--- src/rtl/seq_pattern_tx.sv ---
// seq_pattern_tx: serial pattern transmitter, MSB-first, with repeats and gaps.
// Optional: define GAP_PRBS_EN to drive PRBS7 noise on xout during GAP cycles.
//
// Ports:
//   clk, rst (async, active-low)
//   pat_in/rep_in/gap_in + start_valid/start_ready : transfer request
//   xout/xout_valid : serial data; busy : SHIFT or GAP; done : end pulse
module seq_pattern_tx #(
  parameter int WIDTH = 4,
  parameter int REP_W = 4,
  parameter int GAP_W = 4
) (
  input  logic             clk,
  input  logic             rst,
  input  logic [WIDTH-1:0] pat_in,
  input  logic [REP_W-1:0] rep_in,
  input  logic [GAP_W-1:0] gap_in,
  input  logic             start_valid,
  output logic             start_ready,
  output logic             xout,
  output logic             xout_valid,
  output logic             busy,
  output logic             done
);

  localparam int BW = (WIDTH > 1) ? $clog2(WIDTH) : 1;
  localparam logic [BW-1:0] BMAX = BW'(WIDTH - 1);

  localparam logic [1:0] IDLE  = 2'd0;
  localparam logic [1:0] SHIFT = 2'd1;
  localparam logic [1:0] GAP   = 2'd2;

  logic [1:0]       state;
  logic [WIDTH-1:0] pat_q;
  logic [WIDTH-1:0] sh;
  logic [WIDTH-1:0] sh_nxt;
  logic [BW-1:0]    bit_cnt;
  logic [REP_W-1:0] rep_left;
  logic [GAP_W-1:0] gap_q;
  logic [GAP_W-1:0] gap_cnt;
  logic             accept;
  logic             gap_bit;

  assign accept = start_valid & start_ready;
  assign sh_nxt = sh << 1;

`ifdef GAP_PRBS_EN
  logic [6:0] lfsr;
  logic       gap_step;

  // Advance once for every GAP cycle that gets presented on xout.
  assign gap_step =
    ((state == SHIFT) && (bit_cnt == '0) &&
     (rep_left > REP_W'(1)) && (gap_q != '0)) ||
    ((state == GAP) && (gap_cnt != '0));

  assign gap_bit = lfsr[6];

  always_ff @(posedge clk or negedge rst) begin
    if (!rst) begin
      lfsr <= 7'h01;
    end else if (gap_step) begin
      lfsr <= {lfsr[5:0], lfsr[6] ^ lfsr[5]};
    end
  end
`else
  assign gap_bit = 1'b0;
`endif

  always_ff @(posedge clk or negedge rst) begin
    if (!rst) begin
      state       <= IDLE;
      pat_q       <= '0;
      sh          <= '0;
      bit_cnt     <= '0;
      rep_left    <= '0;
      gap_q       <= '0;
      gap_cnt     <= '0;
      xout        <= 1'b0;
      xout_valid  <= 1'b0;
      busy        <= 1'b0;
      done        <= 1'b0;
      start_ready <= 1'b1;
    end else begin
      unique case (state)
        IDLE: begin
          done <= 1'b0;
          if (accept) begin
            state       <= SHIFT;
            pat_q       <= pat_in;
            sh          <= pat_in;
            bit_cnt     <= BMAX;
            rep_left    <= (rep_in == '0) ? REP_W'(1) : rep_in;
            gap_q       <= gap_in;
            xout        <= pat_in[WIDTH-1];
            xout_valid  <= 1'b1;
            busy        <= 1'b1;
            start_ready <= 1'b0;
          end
        end
        SHIFT: begin
          if (bit_cnt != '0) begin
            bit_cnt <= bit_cnt - BW'(1);
            sh      <= sh_nxt;
            xout    <= sh_nxt[WIDTH-1];
          end else if (rep_left > REP_W'(1)) begin
            rep_left <= rep_left - REP_W'(1);
            if (gap_q == '0) begin
              sh      <= pat_q;
              bit_cnt <= BMAX;
              xout    <= pat_q[WIDTH-1];
            end else begin
              state      <= GAP;
              gap_cnt    <= gap_q - GAP_W'(1);
              xout       <= gap_bit;
              xout_valid <= 1'b0;
            end
          end else begin
            state       <= IDLE;
            xout        <= 1'b0;
            xout_valid  <= 1'b0;
            busy        <= 1'b0;
            done        <= 1'b1;
            start_ready <= 1'b1;
          end
        end
        GAP: begin
          if (gap_cnt != '0) begin
            gap_cnt <= gap_cnt - GAP_W'(1);
            xout    <= gap_bit;
          end else begin
            state      <= SHIFT;
            sh         <= pat_q;
            bit_cnt    <= BMAX;
            xout       <= pat_q[WIDTH-1];
            xout_valid <= 1'b1;
          end
        end
        default: begin
          state       <= IDLE;
          xout        <= 1'b0;
          xout_valid  <= 1'b0;
          busy        <= 1'b0;
          done        <= 1'b0;
          start_ready <= 1'b1;
        end
      endcase
    end
  end

endmodule

--- config.mk ---
export PLATFORM = sky130hd
export DESIGN_NAME = seq_pattern_tx
export DESIGN_NICKNAME = d
export VERILOG_FILES = /design/src/rtl/seq_pattern_tx.sv
export SDC_FILE = /design/constraint.sdc
export NUM_CORES = 1
export LEC_CHECK = 0
export ABC_AREA = 1
export BUFFER_PORTS_ARGS = -buffer_cell sky130_fd_sc_hd__buf_2
export CORE_MARGIN = 8
export CORE_UTILIZATION = 59
export DETAILED_ROUTE_END_ITERATION = 8
export PLACE_DENSITY = 0.91
export SETUP_SLACK_MARGIN = 0.5
export SLEW_MARGIN = 15
export SYNTH_ARGS = -nofsm -noshare
export SYNTH_HDL_FRONTEND = slang
export SYNTH_SLANG_ARGS = --single-unit
--- constraint.sdc ---
create_clock -name clk -period 4.2 [get_ports clk]
set_input_delay 0.21 -clock clk [delete_from_list [all_inputs] [get_ports clk]]
set_output_delay 0.21 -clock clk [all_outputs]
set_load 0.02 [all_outputs]
# After elaboration in Yosys (flattened, before gate mapping)
# Cells that the tools add are included.
# W data, S select, Z words.
dict set report totals {
  reg_bits 28
  input_bits 15
  out_inout_bits 5
}
dict set report op_classes {
  n_addsub 4
  n_lt_le_gt_ge 1
  eq_ne 12
  mux 48
  bitwise_logic 2
  n_reduce_logical 15
}
# cell n
set ops {}
lappend ops {{$mux W4} 8}
lappend ops {{$mux W2} 10}
lappend ops {{$pmux W4 S2} 2}
lappend ops {{$mux W1} 15}
lappend ops {{$mux W3} 5}
lappend ops {{$ne A2 B2 Y1 const B} 7}
lappend ops {{$pmux W1 S3} 4}
lappend ops {{$pmux W2 S3} 2}
lappend ops {{$reduce_and A4 Y1} 3}
lappend ops {{$sub A4 B1 Y4 const B} 3}
lappend ops {{$reduce_and A5 Y1} 2}
lappend ops {{$ne A3 B3 Y1 const B} 3}
lappend ops {{$pmux W3 S3} 1}
lappend ops {{$logic_not A4 Y1} 2}
lappend ops {{$reduce_bool A2 Y1} 3}
lappend ops {{$gt A4 B1 Y1 const B} 1}
lappend ops {{$reduce_bool A4 Y1} 1}
lappend ops {{$reduce_and A3 Y1} 1}
lappend ops {{$reduce_bool A3 Y1} 1}
lappend ops {{$eq A2 B1 Y1 const B} 1}
lappend ops {{$eq A2 B2 Y1 const B} 1}
lappend ops {{$logic_not A2 Y1} 1}
lappend ops {{$pmux W1 S2} 1}
lappend ops {{$reduce_and A2 Y1} 1}
lappend ops {{other kinds (3)} 3}

# Depth between registers and ports, before layout
# Gate-level depths: netlist of run 1.
dict set report depth {
  depth_word 5
  mapped_depth 11
  depth_no_buf 10
}

# Worst setup path before layout of run 1
# OpenSTA, ideal clock, no wires.
dict set report synth_path {
  path_kind {register to register}
  start {reg state[0]}
  end {reg gap_cnt[2]}
  setup_time_ns 0.121
  arrival_time_ns 1.423
  required_time_ns 4.079
  slack_ns 2.655
  stages_incl_launch_ff 10
  cell_sequence {dfrtp_1 > inv_1 > ha_1 > buf_6 > nand2_1 > o21ai_2 > ha_1 > xnor2_1 > nand2_1 > o21ai_1}
}
dict set report synth_between {
  elab_chain_cells 3
}
# item line_no
set synth_lines {}
lappend synth_lines {{start, declared} 33} ;# logic [1:0] state;
lappend synth_lines {{start signal, assigned} 72} ;# state <= IDLE;
lappend synth_lines {{start signal, assigned} 89} ;# state <= SHIFT;
lappend synth_lines {{start signal, assigned} 113} ;# state <= GAP;
lappend synth_lines {{$eq A2 B2 Y1 or $eq A2 B1 Y1 (tied branches)} 85} ;# unique case (state)
lappend synth_lines {{$ne A2 B2 Y1 (no line) or $reduce_bool A2 Y1 (tied branches)} --}
lappend synth_lines {{$reduce_and A5 Y1 (no line)} --}
lappend synth_lines {{end signal, assigned} 114} ;# gap_cnt <= gap_q - GAP_W'(1);
lappend synth_lines {{end signal, assigned} 129} ;# gap_cnt <= gap_cnt - GAP_W'(1);
lappend synth_lines {{end, declared} 40} ;# logic [GAP_W-1:0] gap_cnt;
# Parallel ways exist; a longest one is shown, timed or not.
# A chain may end at the register's enable or synchronous reset.

# Worst setup path after layout of run 1
# Ends and elaborated chain as after synthesis.

==> metrics, run 1 <==
status=complete, no violations; H-tree depth=1; slowest cell on the critical path=ha_1; maxcap violations=0; # fillers=223; critical path peak fanout=15; Final period util=0.466; capturing point of the worst reg2reg path=gap_cnt[2]; die width=68.7 um; WHS=0.103 ns; Worst Setup Start Kind=register; Max Clock Freq=511 MHz; Synth Area in Adders=0.0611; Worst Hold Depth=2; nets=254; sequential fraction of the synthesis area=0.428; # IOs=20; post-synth net total=231; hold path startpoint=gap_in[0]; skew final=0.00259 ns; GRT Total Usage=0.147; CTS Root Buffer Type=clkbuf_4; WL/cell=12.1 um; layout cells sized above 1=0.217; worst reg-to-reg setup slack=2.24 ns; clk slew on worst S/H paths=0.14 ns; CTS Buffer Depth=2; via density per instance=5.26; worst r2r src=state[0]; CP Cell Sequence=inv_1 -> ha_1 -> nand2_1 -> o21ai_1 -> ha_1 -> xnor2_1 -> nand2_1 -> o21ai_1; hold buffer count at cts=1; Arr. time, crit path=2.23 ns; Switching Share=0.475; internal power=772 uW; total power=1.47 mW; Worst Hold Class=in -> reg; largest family of logic cells by synthesized area=simple AND/OR/NAND/NOR gates; DPL Wire Length=2.44 mm; Post-Synth Simple-Gate Area=0.264; min Tclk post-route=1.96 ns; Hold EP=gap_q[0]; share of the synthesized area in the top cell type=0.412; P_leak=0.940 nW; DR DRC count=0; GPL Wtd Cong=0.838; cts bufs inserted=3; Post-CTS Setup Inserts=0; worst-margin pin slew=0.613 ns; Psw=698 uW; largest net degree at the start of global routing=29; initial antenna violation count=0; RSZ-0062 raised after global routing=false; number of global-route vias before repair=1263; WL final=3.15 mm; PD cells=815 mW/mm^2; final cell count without fillers=261; FP Rows=19; flop and latch count out of synthesis=28; Initial Utilization=0.610; top cells by area, synth=dfrtp_1 (41%), nand2_1 (12%), inv_1 (6.2%), ha_1 (6.1%), o21ai_0 (5.5%); multi-input logic area=801 um^2; core box area=0.00269 mm^2; Sequential Power Share=0.332; combinational share of power=0.579; FF+latch area=702 um^2; Iter 0 DRT Violations=81; die area=0.00472 mm^2; IO Port Bufs=19; R2R depth=8; post-synthesis compound-gate area fraction=0.117; Final Hold Vio Count=0; clock network power share=0.089; ANT cells=0; Max-slew headroom=0.591; total gr overflow=0; cts repair resizes=0; Area Overhead vs Synth=10.0%; worst path bufs/invs=1; drt pass-1 iters=4; synthesized cell area=0.00164 mm^2; Synth Area in XOR/XNOR=0.00534; CTS tree=done; Synth Instances=208; first-pass GRT wire length=5.36 mm; delay-heaviest family, CP=adder cells; CP max stage delay=0.55 ns; Final Max Tran Viols=0; vias=1372; Synth area leader=dfrtp_1; mux cell area share after synthesis=0.0412; clk_lat worst skew=0.33 ns; maximum VDD drop=0.541 mV; synth warn=0; final setup vio count=0; Final TNS setup=0 ns; Routed Antenna Nets=0; most frequent cells in the layout=nand2_1 (54), inv_1 (27), dfrtp_1 (27); most common cell after layout, fill and taps aside=nand2_1; average size of a mapped cell=7.88 um^2; crit path kind=reg -> reg; Placed Cells=256; Netlist cell types=27; clock sinks=28; crit path capture type=register; CP required=4.47 ns; Die Ht=68.7 um
[power groups by stage]
stage | logic (mW) | registers [mW] | clock network [mW]
after global routing | 0.972 | 0.503 | 0.147
after detailed placement | 0.848 | 0.494 | 0
after CTS | 0.853 | 0.488 | 0.133
after floorplan | 0.658 | 0.504 | 0
final | 0.850 | 0.489 | 0.131
after global placement | 0.823 | 0.488 | 0
[worst max-delay path by stage]
stage                   from    endpoint  slack, ns  cells past startpoint
global placement    state[0]  gap_cnt[2]       2.38                      7
finish              state[0]  gap_cnt[2]       2.24                      8
global route        state[0]  gap_cnt[2]       2.02                      8
detailed placement  state[0]  gap_cnt[2]       2.26                      8
CTS                 state[0]  gap_cnt[2]       2.24                      8
floorplan           state[0]  gap_cnt[2]       2.66                      9
[metrics by stage]
step / area (um^2) / worst slack, ns / util
4_1_cts: 1800 / 2.24 / 0.671
3_3_place_gp: 1760 / 2.38 / 0.654
5_1_grt: 1800 / 2.02 / 0.671
2_1_floorplan: 1640 / 2.66 / -
3_5_place_dp: 1760 / 2.26 / 0.654
6_report: 1800 / 2.24 / 0.671
[cell usage after synthesis]
master and count:
a21oi_1 3, a22oi_1 1, a31oi_1 1, buf_2 1
buf_6 1, dfrtp_1 27, dfstp_2 1, ha_1 8
inv_1 27, inv_2 5, mux2_2 6, nand2_1 54
nand2_2 3, nand3_1 7, nand3_2 3, nand4_1 1
nand4_2 1, nor2_1 19, nor2_2 2, nor2_4 2
nor3_1 1, nor3_2 1, o21ai_0 18, o21ai_1 11
o21ai_2 2, or2_2 1, xnor2_1 1
[metal layers]
| layer | vias up | track usage | part of all wire |
|---|---|---|---|
| li1 | 709 | - | - |
| met3 | 7 | 0.0372 | 0.063 |
| met2 | 32 | 0.246 | 0.47 |
| met4 | 0 | 0.0451 | 0.012 |
| met5 | - | 0 | 0 |
| met1 | 624 | 0.183 | 0.45 |
[flip-flops by register name, indices dropped and copies added (netlist names)]
register,flops
bit_cnt,2
sh,3
gap_q,4
pat_q,4
gap_cnt,4
xout_valid,1
busy,1
start_ready,1
state,2
done,1
xout,1
rep_left,4
[kinds of logic (layout without fill, tap and decap cells)]
logic type,after synthesis,after routing
xor+xnor,1,1
fa+ha+maj,8,8
buf+inv,34,56
compound gates,36,36
mux,6,6
flops,28,28
simple gates,95,95
[area by class of cell]
type | count | share of cell area
multi-input combinational | 146 | 0.444
sequential | 28 | 0.389
inverter | 32 | 0.0666
timing repair buffer | 20 | 0.0583
tap | 31 | 0.0215
clock buffer | 4 | 0.0201
Note: power is estimated with default switching activity, not from simulation.
==> run 2, diff against run 1 <==
CORE_UTILIZATION = 51   (was 59)
PLACE_DENSITY = 0.84   (was 0.91)
clock period = 1.6 ns   (was 4.2 ns; I/O delays follow)
==> run 2 against run 1 <==
The flow now finishes with violations (setup timing). Sequential power rose to 2.7 times the previous value. Clock skew up 0.0050 ns. Fmax rose by 22%. Critical path type unchanged. Largest power group unchanged.
==> metrics, run 2 (same netlist as run 1, synthesis figures left out) <==
Arr. time, crit path=1.85 ns (was 2.23 ns); first-pass GRT wire length=6.78 mm (was 5.36 mm); Final Hold Vio Count=0 (unchanged); Placed Cells=270 (was 256); combinational share of power=0.696 (was 0.579); maxcap violations=0 (unchanged); critical path peak fanout=8 (was 15); CTS tree=done (unchanged); WL met2=2.57 mm (was 1.48 mm); min Tclk post-route=1.60 ns (was 1.96 ns); CTS Buffer Depth=2 (unchanged); skew final=0.00755 ns (was 0.00259 ns); die width=72.7 um (was 68.7 um); WL/cell=16.6 um (was 12.1 um); Met1 Wirelength=1.99 mm (was 1.43 mm); P_leak=1.18 nW (was 0.940 nW); Psw=2.74 mW (was 698 uW); routed wl met3=304 um (was 200 um); most common cell after layout, fill and taps aside=nand2_1 (unchanged); # IOs=20 (unchanged); pre-CTS setup slack=-0.0461 ns (was 2.26 ns); final setup vio count=1 (was 0); initial antenna violation count=0 (unchanged); DPL Wire Length=2.57 mm (was 2.44 mm); ANT cells=0 (unchanged); Switching Share=0.487 (was 0.475); finished layout cell area=0.00245 mm^2 (was 0.00180 mm^2); total power=5.62 mW (was 1.47 mW); clk slew on worst S/H paths=0.16 ns (was 0.14 ns); core box area=0.00305 mm^2 (was 0.00269 mm^2); WHS=0.0863 ns (was 0.103 ns); Placed Area=0.00185 mm^2 (was 0.00176 mm^2); CTS Root Buffer Type=clkbuf_4 (unchanged); Initial Utilization=0.537 (was 0.610); vias=1663 (was 1372); clk_lat worst skew=0.34 ns (was 0.33 ns); Final TNS setup=-0.00149 ns (was 0 ns); Max Used Layer=met4 (unchanged); crit path kind=reg -> reg (unchanged); WL final=5.07 mm (was 3.15 mm); total gr overflow=0 (unchanged); most frequent cells in the layout=nand2_1 (42), dfrtp_1 (26), inv_1 (18), buf_2 (18), buf_4 (17) (was nand2_1 (54), inv_1 (27), dfrtp_1 (27)); worst-margin pin slew=0.602 ns (was 0.613 ns); Max Clock Freq=624 MHz (was 511 MHz); clock network power share=0.065 (was 0.089); status=complete, but fails checks (was complete, no violations); Final Max Tran Viols=0 (unchanged); nets=286 (was 254); violated checks=setup timing; clock sinks=28 (unchanged); Worst Setup Start Kind=register (unchanged); Routed Antenna Nets=0 (unchanged); RSZ-0062 raised after global routing=true (was false); PD cells=2290 mW/mm^2 (was 815 mW/mm^2); Final WS setup=-0.00149 ns (was 2.24 ns); number of global-route vias before repair=1523 (was 1263); drt pass-1 iters=4 (unchanged); via density per instance=5.43 (was 5.26); IO Port Bufs=19 (unchanged); CP required=1.85 ns (was 4.47 ns); Area Overhead vs Synth=49.4% (was 10.0%); die area=0.00528 mm^2 (was 0.00472 mm^2); fin util=0.802 (was 0.671); crit path capture type=register (unchanged); GRT Total Usage=0.159 (was 0.147); cts bufs inserted=3 (unchanged); FP Rows=20 (was 19); maximum VDD drop=1.62 mV (was 0.541 mV); final cell count without fillers=306 (was 261); H-tree depth=1 (unchanged); internal power=2.88 mW (was 772 uW); largest net degree at the start of global routing=29 (unchanged); Iter 0 DRT Violations=105 (was 81); Sequential Power Share=0.239 (was 0.332); GPL Wtd Cong=0.838 (unchanged); DR DRC count=0 (unchanged); Die Ht=72.7 um (was 68.7 um); Max-slew headroom=0.598 (was 0.591); Worst Hold Class=in -> reg (unchanged); layout cells sized above 1=0.469 (was 0.217); Final period util=1.00 (was 0.466)
[run 2: changes by cell type in the layout (fill, tap and decap cells not counted), sizes merged]
cell | before | now
nand3 | 10 | 11
dlygate4sd3 | 1 | 9
buf | 19 | 42
[run 2: area by class of cell]
type,count,area (um^2)
multi-input combinational,147,1130
sequential,28,703
timing repair buffer,51,387
fill,173,604
tap,44,55.1
inverter,32,138
clock buffer,4,36.3
[run 2: worst max-delay path, cell delays in order (launching register included)]
cell and delay [ns]:
dfrtp_1 0.47, nor2_1 0.25, nand2_1 0.17, nor2_4 0.17, nor2_4 0.06, nor2_4 0.21
inv_2 0.06, nand2_1 0.07, nand2_1 0.05
[run 2: worst paths after layout]
path,startpoint,to,slack [ns],depth (start not counted)
worst min register to register,xout,xout,0.51,2
worst min-delay path,rep_in[3],rep_left[3],0.09,5
max in group asynchronous,rst,state[1],0.91,2
min in group asynchronous,rst,pat_q[2],0.26,2
worst max-delay path,gap_q[1],sh[2],-0.001,8
worst max register to register,gap_q[1],sh[2],-0.001,8
[run 2: metal layers]
layer / vias to the layer above / global-route usage
li1: 775 / -
met1: 790 / 0.189
met2: 77 / 0.268
met3: 21 / 0.0330
met4: 0 / 0.0733
met5: - / 0
[run 2: timing repair]
action,4_1_cts,5_1_grt
pin swaps,12,27
hold endpoints to repair,33,2
gates cloned,0,1
buffers inserted,9,13
setup endpoints to repair,29,29
resized for setup,34,54
hold buffers,7,2
[run 2: power by group through the flow]
stage / registers, mW / clock network (mW) / logic [mW]
2_1_floorplan: 1.34 / 0 / 1.88
5_1_grt: 1.38 / 0.391 / 4.23
4_1_cts: 1.28 / 0.357 / 3.03
6_report: 1.34 / 0.363 / 3.91
3_3_place_gp: 1.30 / 0 / 2.34
3_5_place_dp: 1.31 / 0 / 2.42
